**config.mk**
```make
export PLATFORM = sky130hd
export DESIGN_NAME = keypad_scanner
export DESIGN_NICKNAME = d
export VERILOG_FILES = /design/src/rtl/keypad_pkg.sv /design/src/rtl/sync_2ff.sv /design/src/rtl/keypad_scanner.sv
export SDC_FILE = /design/constraint.sdc
export NUM_CORES = 1
export LEC_CHECK = 0
export ABC_AREA = 1
export ABC_CLOCK_PERIOD_IN_PS = 1710
export CAP_MARGIN = 20
export CORE_MARGIN = 5
export CORE_UTILIZATION = 35
export CTS_CLUSTER_DIAMETER = 150
export CTS_CLUSTER_SIZE = 24
export DETAILED_ROUTE_END_ITERATION = 12
export GPL_ROUTABILITY_DRIVEN = 0
export GPL_TIMING_DRIVEN = 0
export HOLD_SLACK_MARGIN = 0.05
export SLEW_MARGIN = 20
export SYNTH_ARGS = -nofsm -noshare
export SYNTH_HDL_FRONTEND = slang
export SYNTH_SLANG_ARGS = --single-unit
export TNS_END_PERCENT = 100
```
**constraint.sdc**
```tcl
create_clock -name clk -period 1.71 [get_ports clk]
set_input_delay 0.342 -clock clk [delete_from_list [all_inputs] [get_ports clk]]
set_output_delay 0.342 -clock clk [all_outputs]
set_load 0.01 [all_outputs]
```
**src/rtl/keypad_pkg.sv**
```systemverilog
// Shared types and key decoding for the 4x4 matrix keypad scanner.
package keypad_pkg;

  typedef enum logic [1:0] {SCAN, DEBOUNCE, HELD, RELEASE} state_t;

  // Indexed [row][column]; column 0 is the one driven by cols[0].
  localparam logic [3:0] KEYMAP [4][4] = '{
    '{4'h1, 4'h2, 4'h3, 4'hA},
    '{4'h4, 4'h5, 4'h6, 4'hB},
    '{4'h7, 4'h8, 4'h9, 4'hC},
    '{4'hE, 4'h0, 4'hF, 4'hD}
  };

  function automatic logic [3:0] keycode(input logic [1:0] row_idx, input logic [1:0] col_idx);
    return KEYMAP[row_idx][col_idx];
  endfunction

endpackage

```
**src/rtl/sync_2ff.sv**
```systemverilog
// Two-flop synchronizer for asynchronous inputs; resets to all-ones (idle level
// of pulled-up, active-low lines).
module sync_2ff #(
  parameter int DATA_W = 4
) (
  input  logic              clk,
  input  logic              reset,
  input  logic [DATA_W-1:0] d,
  output logic [DATA_W-1:0] q
);

  logic [DATA_W-1:0] meta_p0;

  always_ff @(posedge clk) begin
    if (!reset) begin
      meta_p0 <= '1;
      q       <= '1;
    end else begin
      meta_p0 <= d;
      q       <= meta_p0;
    end
  end

endmodule

```
**src/rtl/keypad_scanner.sv**
```systemverilog
// 4x4 keypad scanner: column rotation, press/release debounce, one code per
// press, and a two-digit shift register feeding the seven-segment display.
module keypad_scanner
  import keypad_pkg::*;
#(
  parameter int SCAN_DIV     = 48000,
  parameter int DEBOUNCE_CNT = 4
) (
  input  logic       clk,
  input  logic       reset,
  input  logic [3:0] rows,
  output logic [3:0] cols,
  output logic       key_valid,
  output logic [3:0] key_code,
  output logic [3:0] digit_new,
  output logic [3:0] digit_old
);

  localparam int PW = (SCAN_DIV > 1) ? $clog2(SCAN_DIV) : 1;
  localparam int CW = $clog2(DEBOUNCE_CNT + 1);

  logic [3:0]    rs;
  logic [PW-1:0] period_cnt;
  logic          sample;
  state_t        state;
  logic [CW-1:0] deb_cnt;
  logic [1:0]    row_idx;
  logic [1:0]    col_idx;
  logic [1:0]    hit_row;
  logic [1:0]    hit_col;
  logic          row_low;
  logic [3:0]    cols_rot;
  logic [3:0]    code;

  sync_2ff #(.DATA_W(4)) u_sync (
    .clk   (clk),
    .reset (reset),
    .d     (rows),
    .q     (rs)
  );

  assign sample   = (period_cnt == PW'(SCAN_DIV - 1));
  assign row_low  = ~rs[row_idx];
  assign cols_rot = {cols[2:0], cols[3]};
  assign code     = keycode(row_idx, col_idx);

  always_ff @(posedge clk) begin
    if (!reset)      period_cnt <= '0;
    else if (sample) period_cnt <= '0;
    else             period_cnt <= period_cnt + PW'(1);
  end

  // Lowest-index low row wins when several keys share the active column.
  always_comb begin
    hit_row = 2'd0;
    if      (!rs[0]) hit_row = 2'd0;
    else if (!rs[1]) hit_row = 2'd1;
    else if (!rs[2]) hit_row = 2'd2;
    else if (!rs[3]) hit_row = 2'd3;
  end

  always_comb begin
    hit_col = 2'd0;
    case (cols)
      4'b1101: hit_col = 2'd1;
      4'b1011: hit_col = 2'd2;
      4'b0111: hit_col = 2'd3;
      default: hit_col = 2'd0;
    endcase
  end

  always_ff @(posedge clk) begin
    if (!reset) begin
      state     <= SCAN;
      cols      <= 4'b1110;
      deb_cnt   <= '0;
      row_idx   <= 2'd0;
      col_idx   <= 2'd0;
      key_valid <= 1'b0;
      key_code  <= 4'h0;
      digit_new <= 4'h0;
      digit_old <= 4'h0;
    end else begin
      key_valid <= 1'b0;
      if (sample) begin
        case (state)
          SCAN: begin
            if (rs == 4'b1111) begin
              cols <= cols_rot;
            end else begin
              row_idx <= hit_row;
              col_idx <= hit_col;
              deb_cnt <= '0;
              state   <= DEBOUNCE;
            end
          end
          DEBOUNCE: begin
            if (!row_low) begin
              state <= SCAN;
              cols  <= cols_rot;
            end else if (deb_cnt == CW'(DEBOUNCE_CNT - 1)) begin
              deb_cnt   <= deb_cnt + CW'(1);
              key_valid <= 1'b1;
              key_code  <= code;
              digit_old <= digit_new;
              digit_new <= code;
              state     <= HELD;
            end else begin
              deb_cnt <= deb_cnt + CW'(1);
            end
          end
          // Only the captured row matters until it is released.
          HELD: begin
            if (!row_low) begin
              deb_cnt <= '0;
              state   <= RELEASE;
            end
          end
          RELEASE: begin
            if (row_low) begin
              state <= HELD;
            end else if (deb_cnt == CW'(DEBOUNCE_CNT - 1)) begin
              state <= SCAN;
              cols  <= cols_rot;
            end else begin
              deb_cnt <= deb_cnt + CW'(1);
            end
          end
          default: state <= SCAN;
        endcase
      end
    end
  end

endmodule

```
Word-level counts from Yosys, hierarchy flattened
Cells that the tools add are included.
{"block": "totals", "regBits": 46, "latchBits": 0, "ramBits": 0, "rom_bits": 0, "in_bits": 6, "output_inout_bits": 17, "word_cells": 83, "mem_count": 0}
{"block": "classes", "addsub": 2, "n_mul": 0, "div_mod_pow": 0, "order_cmp": 3, "n_eq_ne": 19, "n_shift": 0, "mux": 32, "bitwise_logic": 7, "n_reduce_logical": 9}
{"op": "$bmux 16 s2", "count": 1}
{"op": "$mux 16", "count": 2}
{"op": "$mux 4", "count": 6}
{"op": "$mux 2", "count": 10}
{"op": "$add 16x1->16 const B", "count": 1}
{"op": "$eq 16x16->1 const B", "count": 1}
{"op": "$ne 2x2->1 const B", "count": 8}
{"op": "$mux 3", "count": 5}
{"op": "$eq 4x4->1 const B", "count": 3}
{"op": "$pmux 3 s4", "count": 1}
{"op": "$pmux 4 s3", "count": 1}
{"op": "$reduce_and 6->1", "count": 2}
{"op": "$bmux 4 s2", "count": 1}
{"op": "$pmux 2 s4", "count": 1}
{"op": "$ge 3x3->1 const B", "count": 2}
{"op": "$ne 3x3->1 const B", "count": 2}
{"op": "$not 2->3", "count": 2}
{"op": "$pmux 2 s3", "count": 1}
{"op": "$not 1->1", "count": 5}
{"op": "$reduce_and 5->1", "count": 1}
{"op": "$eq 2x2->1 const B", "count": 2}
{"op": "$eq 4x3->1 const B", "count": 1}
{"op": "$reduce_and 4->1", "count": 1}
{"op": "$reduce_or 4->1", "count": 1}
{"op": "10 further kinds", "count": 11}

Logic depth before layout (Yosys ltp)
Gate-level depths: netlist of the first run.
{"block": "depth", "ltp_word": 7, "mapped_depth": 11, "mapped_depth_nobuf": 11}

Modules after synthesis
A second synthesis of the first run with hierarchy kept.
{"block": "unflattened", "hier_cells": 307, "hier_area_um2": 2239.6}
{"mod": "keypad_scanner", "n_inst": 1, "cells_each": 282, "area_per_inst_um2": 2014.4, "seq_area_each_um2": 760.7}
{"mod": "sync_2ff", "n_inst": 1, "cells_each": 25, "area_per_inst_um2": 225.2, "seq_area_each_um2": 160.2}

Worst setup path before layout of the first run
OpenSTA, ideal clock, no wires.
{"block": "synth_path", "kind": "register to register", "from": "register period_cnt[0]", "to": "register col_idx[0]", "setup_time_ns": 0.122, "arrival_ns": 1.413, "required_time_ns": 1.588, "setup_slack_ns": 0.175, "stages_incl_launch_ff": 9, "path_buffers": 0, "synth_period_minus_slack_ns": 1.535, "path_cell_list": "dfxtp_1 > ha_1 > nand2_1 > nor2_4 > nand2_1 > nor3_1 > nand3_1 > o21ai_0 > a21oi_1"}
{"block": "synth_via", "elab_chain_len": 2}
{"element": "from (decl)", "line_no": "keypad_scanner.sv:23", "source": "logic [PW-1:0] period_cnt;"}
{"element": "from (signal assigned)", "line_no": "keypad_scanner.sv:50", "source": "else period_cnt <= period_cnt + PW'(1);"}
{"element": "$eq 16x16->1", "line_no": "keypad_scanner.sv:42", "source": "assign sample = (period_cnt == PW'(SCAN_DIV - 1));"}
{"element": "$reduce_and 3->1 (no source line)"}
{"element": "to (signal assigned)", "line_no": "keypad_scanner.sv:92", "source": "col_idx <= hit_col;"}
{"element": "to (decl)", "line_no": "keypad_scanner.sv:28", "source": "logic [1:0] col_idx;"}
No other way between the ends.
A chain may end at the register's enable or synchronous reset.

Worst setup path after layout of the first run
{"block": "layout_path", "from": "register cols[1]", "to": "output port cols[1]"}
{"element": "from (decl)", "line_no": "keypad_scanner.sv:12", "source": "output logic [3:0] cols,"}
{"element": "from (signal assigned)", "line_no": "keypad_scanner.sv:89", "source": "cols <= cols_rot;"}
{"element": "from (signal assigned)", "line_no": "keypad_scanner.sv:100", "source": "cols <= cols_rot;"}
{"element": "from (signal assigned)", "line_no": "keypad_scanner.sv:124", "source": "cols <= cols_rot;"}
No word-level cell between the ends.

==> metrics.md, run 1 <==
| Metric | Value |
|---|---|
| Tcrit/Tclk final | 0.9624 |
| Post-Syn Area | 2255 um2 |
| Slowest-stage cell, CP | clkdlybuf4s50_1 |
| Gate Count Post-Synth | 314 |
| Initial antenna violation count | 0 |
| DRT iter0 DRCs | 102 |
| Total power draw | 1847 uW |
| Leakage | 0.001193 uW |
| Worst-path fanout max | 6 |
| Switch Pwr | 398.9 uW |
| Max incr delay on CP | 0.58 ns |
| Final-report setup violation count | 0 |
| First-pass GRT wire length | 7741 um |
| Crit path DAT | 1.30 ns |
| Buffer levels on the longest clock path | 2 |
| CP cell instances | clkdlybuf4s50_1 |
| Clock skew | 0.004297 ns |
| DIE HEIGHT | 90.26 um |
| Remaining Overflow, GRT | 0 |
| Synth Register Bits | 46 |
| Tmin final | 1.646 ns |
| Final HPWL DP | 3335 um |
| DRC viols | 0 |
| Critical path endpoint category | primary output |
| Largest net degree at the start of global routing | 14 |
| Fin Hold WS | 0.4170 ns |
| H-tree depth | 2 |
| Int Pwr | 1448 uW |
| Syn Area/Cell | 7.180 um2 |
| Logic pwr share | 0.047 |
| Final TNS setup | 0 ns |
| CTS Buf Count | 5 |
| Area Overhead vs Synth | 24.47% |
| CP Launch Type | flip-flop |
| Antenna-violating nets left | 0 |
| Num rows | 29 |
| IO Port Bufs | 22 |
| Drt pass-1 iters | 4 |
| Sequential share of power | 0.592 |
| Max-slew headroom | 0.6816 |
| Core area | 6314 um2 |
| WS Path Type | reg2out |
| # diodes | 0 |
| Routed length per placed instance | 10.50 um |
| Initial core utilization | 0.3571 |
| Vias in the first global route | 1803 |
| Final Routed Wirelength | 4516 um |
| Nets@finish | 362 |
| Clock sink count | 46 |
| Post-synth EDFFs | 0 |
| Ys async rst share | 0 |
| Max-cap viol count | 0 |
| Final Hold Viols | 0 |
| Worst Tran Pin Value | 0.4776 ns |
| Pwr dens | 658.1 nW/um2 |
| Sw Ratio | 0.2159 |
| Clock Power Share | 0.361 |
| Clock slew at reported path FFs | 0.08 ns |
| Die Wd | 90.26 um |
| Total number of vias | 2061 |
| Register area share after synthesis | 0.4084 |
| Clock latency on the worst-skew pair | 0.29 ns |
| Top delay family on crit path | buffers and inverters |
| Vias per cell | 4.793 |
| Die area | 8147 um2 |
| Synthesized Nets | 324 |
| Status | completed |
| Max IR drop VDD | 0.0002704 V |
| Layout cells sized above 1 | 0.1870 |
| Crit path required time | 1.37 ns |
| Yosys cell types | 34 |
| Warnings from Yosys | 0 |
| CTS root buffer | clkbuf_8 |
| # hold bufs at CTS | 0 |
| Final Max Slew Viols | 0 |
| Max frequency | 607.7 MHz |
| Hold WC Path Type | reg2reg |
| Buf/Inv on CP | 1 |
| CTS tree | built |
| Total Routing Usage GR | 0.1142 |
| Main flop type after synthesis | dfxtp_1 |
| # IOs | 23 |
## timing repair
item,CTS,global route
resized for setup,5,19
pin swaps,2,7
endpoints found under the setup margin,8,30
setup buffers,1,8
## worst paths after layout
check / startpoint / end / slack, ns / cells after the start
setup / recovery: cols[1] / cols[1] / 0.06 / 1
hold / removal: u_sync.meta_p0[3] / u_sync.q[3] / 0.42 / 1
setup reg to reg: period_cnt[0] / col_idx[0] / 0.13 / 8
hold reg to reg: u_sync.meta_p0[3] / u_sync.q[3] / 0.42 / 1
## Yosys cell counts (4+ instances only)
cell / instances / area, um2
nand2_1: 67 / 251.5
xor2_1: 4 / 35.03
a21oi_1: 26 / 130.1
nor2_2: 5 / 31.28
nand3_1: 17 / 85.08
or2_2: 9 / 56.30
ha_1: 4 / 50.05
inv_1: 38 / 142.6
nand4_1: 12 / 75.07
dfxtp_1: 46 / 920.9
inv_2: 5 / 18.77
o21ai_0: 13 / 65.06
nor2_1: 33 / 123.9
buf_4: 4 / 30.03
## cells by family (layout without fill, tap and decap cells)
family                     Yosys count  count (layout)  share of synthesized area
buffers and inverters               53              92                    0.09934
AOI/OAI and AO/OA                   47              47                     0.1127
and+or+nand+nor                    159             159                     0.3380
DFF                                 46              46                     0.4084
adders and majority gates            4               4                    0.02220
xor gates and xnor gates             5               5                    0.01942
## sequential cells by signal (all words and copies together), names as in the netlist, named ones only
| register | cells |
|---|---|
| period_cnt | 16 |
| cols | 4 |
| digit_new | 4 |
| digit_old | 4 |
| u_sync.meta_p0 | 4 |
| u_sync.q | 4 |
| deb_cnt | 3 |
| col_idx | 2 |
| row_idx | 2 |
| key_valid | 1 |
| state | 1 |
## cell type report
class,count,area [um2]
clock inverters,1,5.005
fillers,676,3507
well taps,77,96.34
flip-flops and latches,46,929.6
multi-input cells,215,1177
inverters,43,161.4
clock buffers,7,86.33
repair buffers,31,287.8
plain buffers,10,62.56
## cells in the final DEF, fill, tap and decap left out, drive strengths merged
cell type | synthesis | layout
nand2 | 68 | 68
xor2 | 4 | 4
o21ai | 13 | 13
nor3b | 2 | 2
clkinv | 0 | 1
nand3 | 20 | 20
buf | 7 | 16
o21bai | 2 | 2
o22ai | 1 | 1
nand4 | 12 | 12
clkbuf | 3 | 10
o211ai | 2 | 2
nor2 | 41 | 41
a21oi | 26 | 26
o21a | 1 | 1
inv | 43 | 43
clkdlybuf4s50 | 0 | 22
xnor2 | 1 | 1
nand3b | 1 | 1
o31ai | 1 | 1
nor3 | 3 | 3
a21boi | 1 | 1
ha | 4 | 4
nor4 | 1 | 1
or2 | 11 | 11
dfxtp | 46 | 46
## power by group through the flow
| stage | logic (uW) | clock network [uW] | registers, uW |
|---|---|---|---|
| floorplan | 57.2 | 0 | 1120 |
| global placement | 82.1 | 0 | 1120 |
| detailed placement | 83.3 | 0 | 1120 |
| CTS | 84.9 | 706 | 1090 |
| global route | 98.4 | 752 | 1100 |
| finish | 86.9 | 667 | 1090 |
## metrics by stage
stage               worst slack, ns  cell area, um2  utilization  std cells
detailed placement          -0.2612            2571       0.4073        413
floorplan                    0.1747            2255            -        314
CTS                         0.01221            2695       0.4269        422
finish                      0.06435            2806       0.4445        430
global route              -0.003066            2806       0.4445        430
global placement            -0.2399            2571       0.4073        413
## layer usage
metal  GRT usage  wire length [um]  vias up
met5           0                 0        -
met4     0.04467                63        0
met3     0.03500               267        6
met2      0.1854              2044       44
met1      0.1410              2140      928
li1            -                 -     1083
(Power assumes the default switching activity.)
==> run 2, diff against run 1 <==
Settings changed: ABC_CLOCK_PERIOD_IN_PS 1710 to 1650, MAX_ROUTING_LAYER set to met4.
Clock period 1.71 ns to 1.65 ns, I/O delays scaled along.
==> run 2 against run 1 <==
Compared with the run above:
- clock power grew 4.6%
- highest routed layer unchanged
- register-to-register slack is essentially flat
- largest power group unchanged
- largest cell class unchanged
- setup slack lost 0.032 ns
==> metrics.md, run 2 (same netlist as run 1, synthesis figures left out) <==
| Metric | Value |
|---|---|
| Max frequency | 618.4 MHz |
| Die area | 8147 um2 (unchanged) |
| Core area | 6314 um2 (unchanged) |
| Tcrit/Tclk final | 0.9801 |
| Util after Layout | 0.4505 (+0.005945) |
| CTS tree | built |
| Largest net degree at the start of global routing | 14 (unchanged) |
| Initial core utilization | 0.3571 (unchanged) |
| Max IR drop VDD | 0.0002824 V (+4.4%) |
| Final-report setup violation count | 0 (unchanged) |
| Max-slew headroom | 0.6905 (+0.008863) |
| Final HPWL DP | 3335 um (unchanged) |
| Die Wd | 90.26 um (unchanged) |
| WS Path Type | reg2out |
| Clock sink count | 46 (unchanged) |
| Nets@finish | 362 (unchanged) |
| Max FFs per register | 16 (unchanged) |
| Drt pass-1 iters | 4 (unchanged) |
| Hold WC Path Type | reg2reg |
| # IOs | 23 (unchanged) |
| Remaining Overflow, GRT | 0 (unchanged) |
| Crit path DAT | 1.29 ns (about the same) |
| Worst-path fanout max | 4 (-2) |
| H-tree depth | 2 (unchanged) |
| Initial antenna violation count | 0 (unchanged) |
| Total Routing Usage GR | 0.1179 (+0.003719) |
| Pwr dens | 676.2 nW/um2 (+2.7%) |
| IO Port Bufs | 22 (unchanged) |
| Area Overhead vs Synth | 26.14% |
| # fillers | 673 (-0.44%) |
| Unrepaired setup endpoints after global routing | yes |
| Crit path required time | 1.32 ns (-0.05 ns) |
| End of the critical path | key_code[0] |
| Most frequent cells in the layout | nand2_1 (63), inv_1 (38), dfxtp_1 (33) |
| First-pass GRT wire length | 7790 um (+0.63%) |
| Clock latency on the worst-skew pair | 0.30 ns (about the same) |
| Vias per cell | 4.765 (-0.58%) |
| Biggest register | period_cnt |
| CP Launch Type | flip-flop |
| DIE HEIGHT | 90.26 um (unchanged) |
| Final Hold Viols | 0 (unchanged) |
| DRT iter0 DRCs | 82 (-20%) |
| DRC viols | 0 (unchanged) |
| Total number of vias | 2049 (-0.58%) |
| Routed length per placed instance | 10.72 um (+2.1%) |
| Final Routed Wirelength | 4611 um (+2.1%) |
| CTS root buffer | clkbuf_8 |
| Most common cell after layout, fill and taps aside | nand2_1 |
| Clock skew | 0.007488 ns (+0.003191 ns) |
| Worst reg2reg endpoint | deb_cnt[1] |
| Worst flop-to-flop path startpoint | period_cnt[11] |
| Total power draw | 1923 uW (+4.1%) |
| Num rows | 29 (unchanged) |
| # diodes | 0 (unchanged) |
| Layout cells sized above 1 | 0.2125 (+0.02550) |
| Max-cap viol count | 0 (unchanged) |
| Critical path endpoint category | primary output |
| Leakage | 0.001251 uW (+4.9%) |
| Status | completed |
| Fin Hold WS | 0.4171 ns (+0.0001150 ns) |
| Critical path launch point | digit_new[0] |
| Antenna-violating nets left | 0 (unchanged) |
| Clock slew at reported path FFs | 0.08 ns (about the same) |
| Tmin final | 1.617 ns |
| FF-to-FF path depth | 9 (+1) |
| Worst R2R Setup Slack | 0.12 ns (about the same) |
| Final Max Slew Viols | 0 (unchanged) |
| Worst Tran Pin Value | 0.4643 ns (-0.01329 ns) |
| CTS Buf Count | 5 (unchanged) |
| Buffer levels on the longest clock path | 2 (unchanged) |
| Final TNS setup | 0 ns (unchanged) |
| Vias in the first global route | 1820 (+0.94%) |
==> run 2: critical path, stage by stage, from the launching register on <==
cell             delay, ns
dfxtp_2               0.37
buf_4                 0.11
clkdlybuf4s50_1       0.52
==> run 2: repair_timing <==
item                                    in CTS  in global routing
hold buffers                                 0                  0
buffers inserted                             2                  7
endpoints found under the setup margin      15                 38
resized for setup                           12                 27
cloned                                       0                  0
pin swaps                                    3                  6
==> run 2: cell type report <==
type	count	area [um2]	area share
Inverter	43	161.4	0.05675
Clock buffer	7	86.33	0.03036
Tap cell	77	96.34	0.03388
Sequential cell	46	942.2	0.3313
Buffer	10	62.56	0.02200
Multi-Input combinational cell	215	1195	0.4202
Timing Repair Buffer	31	295.3	0.1038
Clock inverter	1	5.005	0.001760
==> run 2: how the worst min path moves through the flow <==
stage / end / slack [ns] / cells past startpoint / start
after floorplan: u_sync.q[0] / 0.39 / 1 / u_sync.meta_p0[0]
after global placement: u_sync.q[0] / 0.40 / 1 / u_sync.meta_p0[0]
after detailed placement: u_sync.q[3] / 0.40 / 1 / u_sync.meta_p0[3]
after CTS: u_sync.q[3] / 0.42 / 1 / u_sync.meta_p0[3]
after global routing: u_sync.q[0] / 0.43 / 1 / u_sync.meta_p0[0]
final: u_sync.q[3] / 0.42 / 1 / u_sync.meta_p0[3]
==> run 2: per-stage QoR <==
step | worst slack, ns | cells | area, um2
global route | -0.03616 | 430 | 2844
detailed placement | -0.3212 | 413 | 2571
floorplan | 0.1147 | 314 | 2255
CTS | 0.006147 | 423 | 2716
global placement | -0.2999 | 413 | 2571
finish | 0.03283 | 430 | 2844
==> run 2: power breakdown <==
group          switching [uW]  leakage [uW]  internal [uW]
clock network             360     0.0000482            338
logic                    51.8      0.000826           40.3
registers                10.7      0.000377           1120
==> run 2: per-layer routing <==
layer  part of all wire  global-route usage  vias to the layer above
met5                  0                   -                        -
met3              0.051             0.03500                        4
li1                   -                   -                     1079
met1               0.47              0.1425                      926
met2               0.46              0.1854                       40
met4              0.014             0.04467                        0
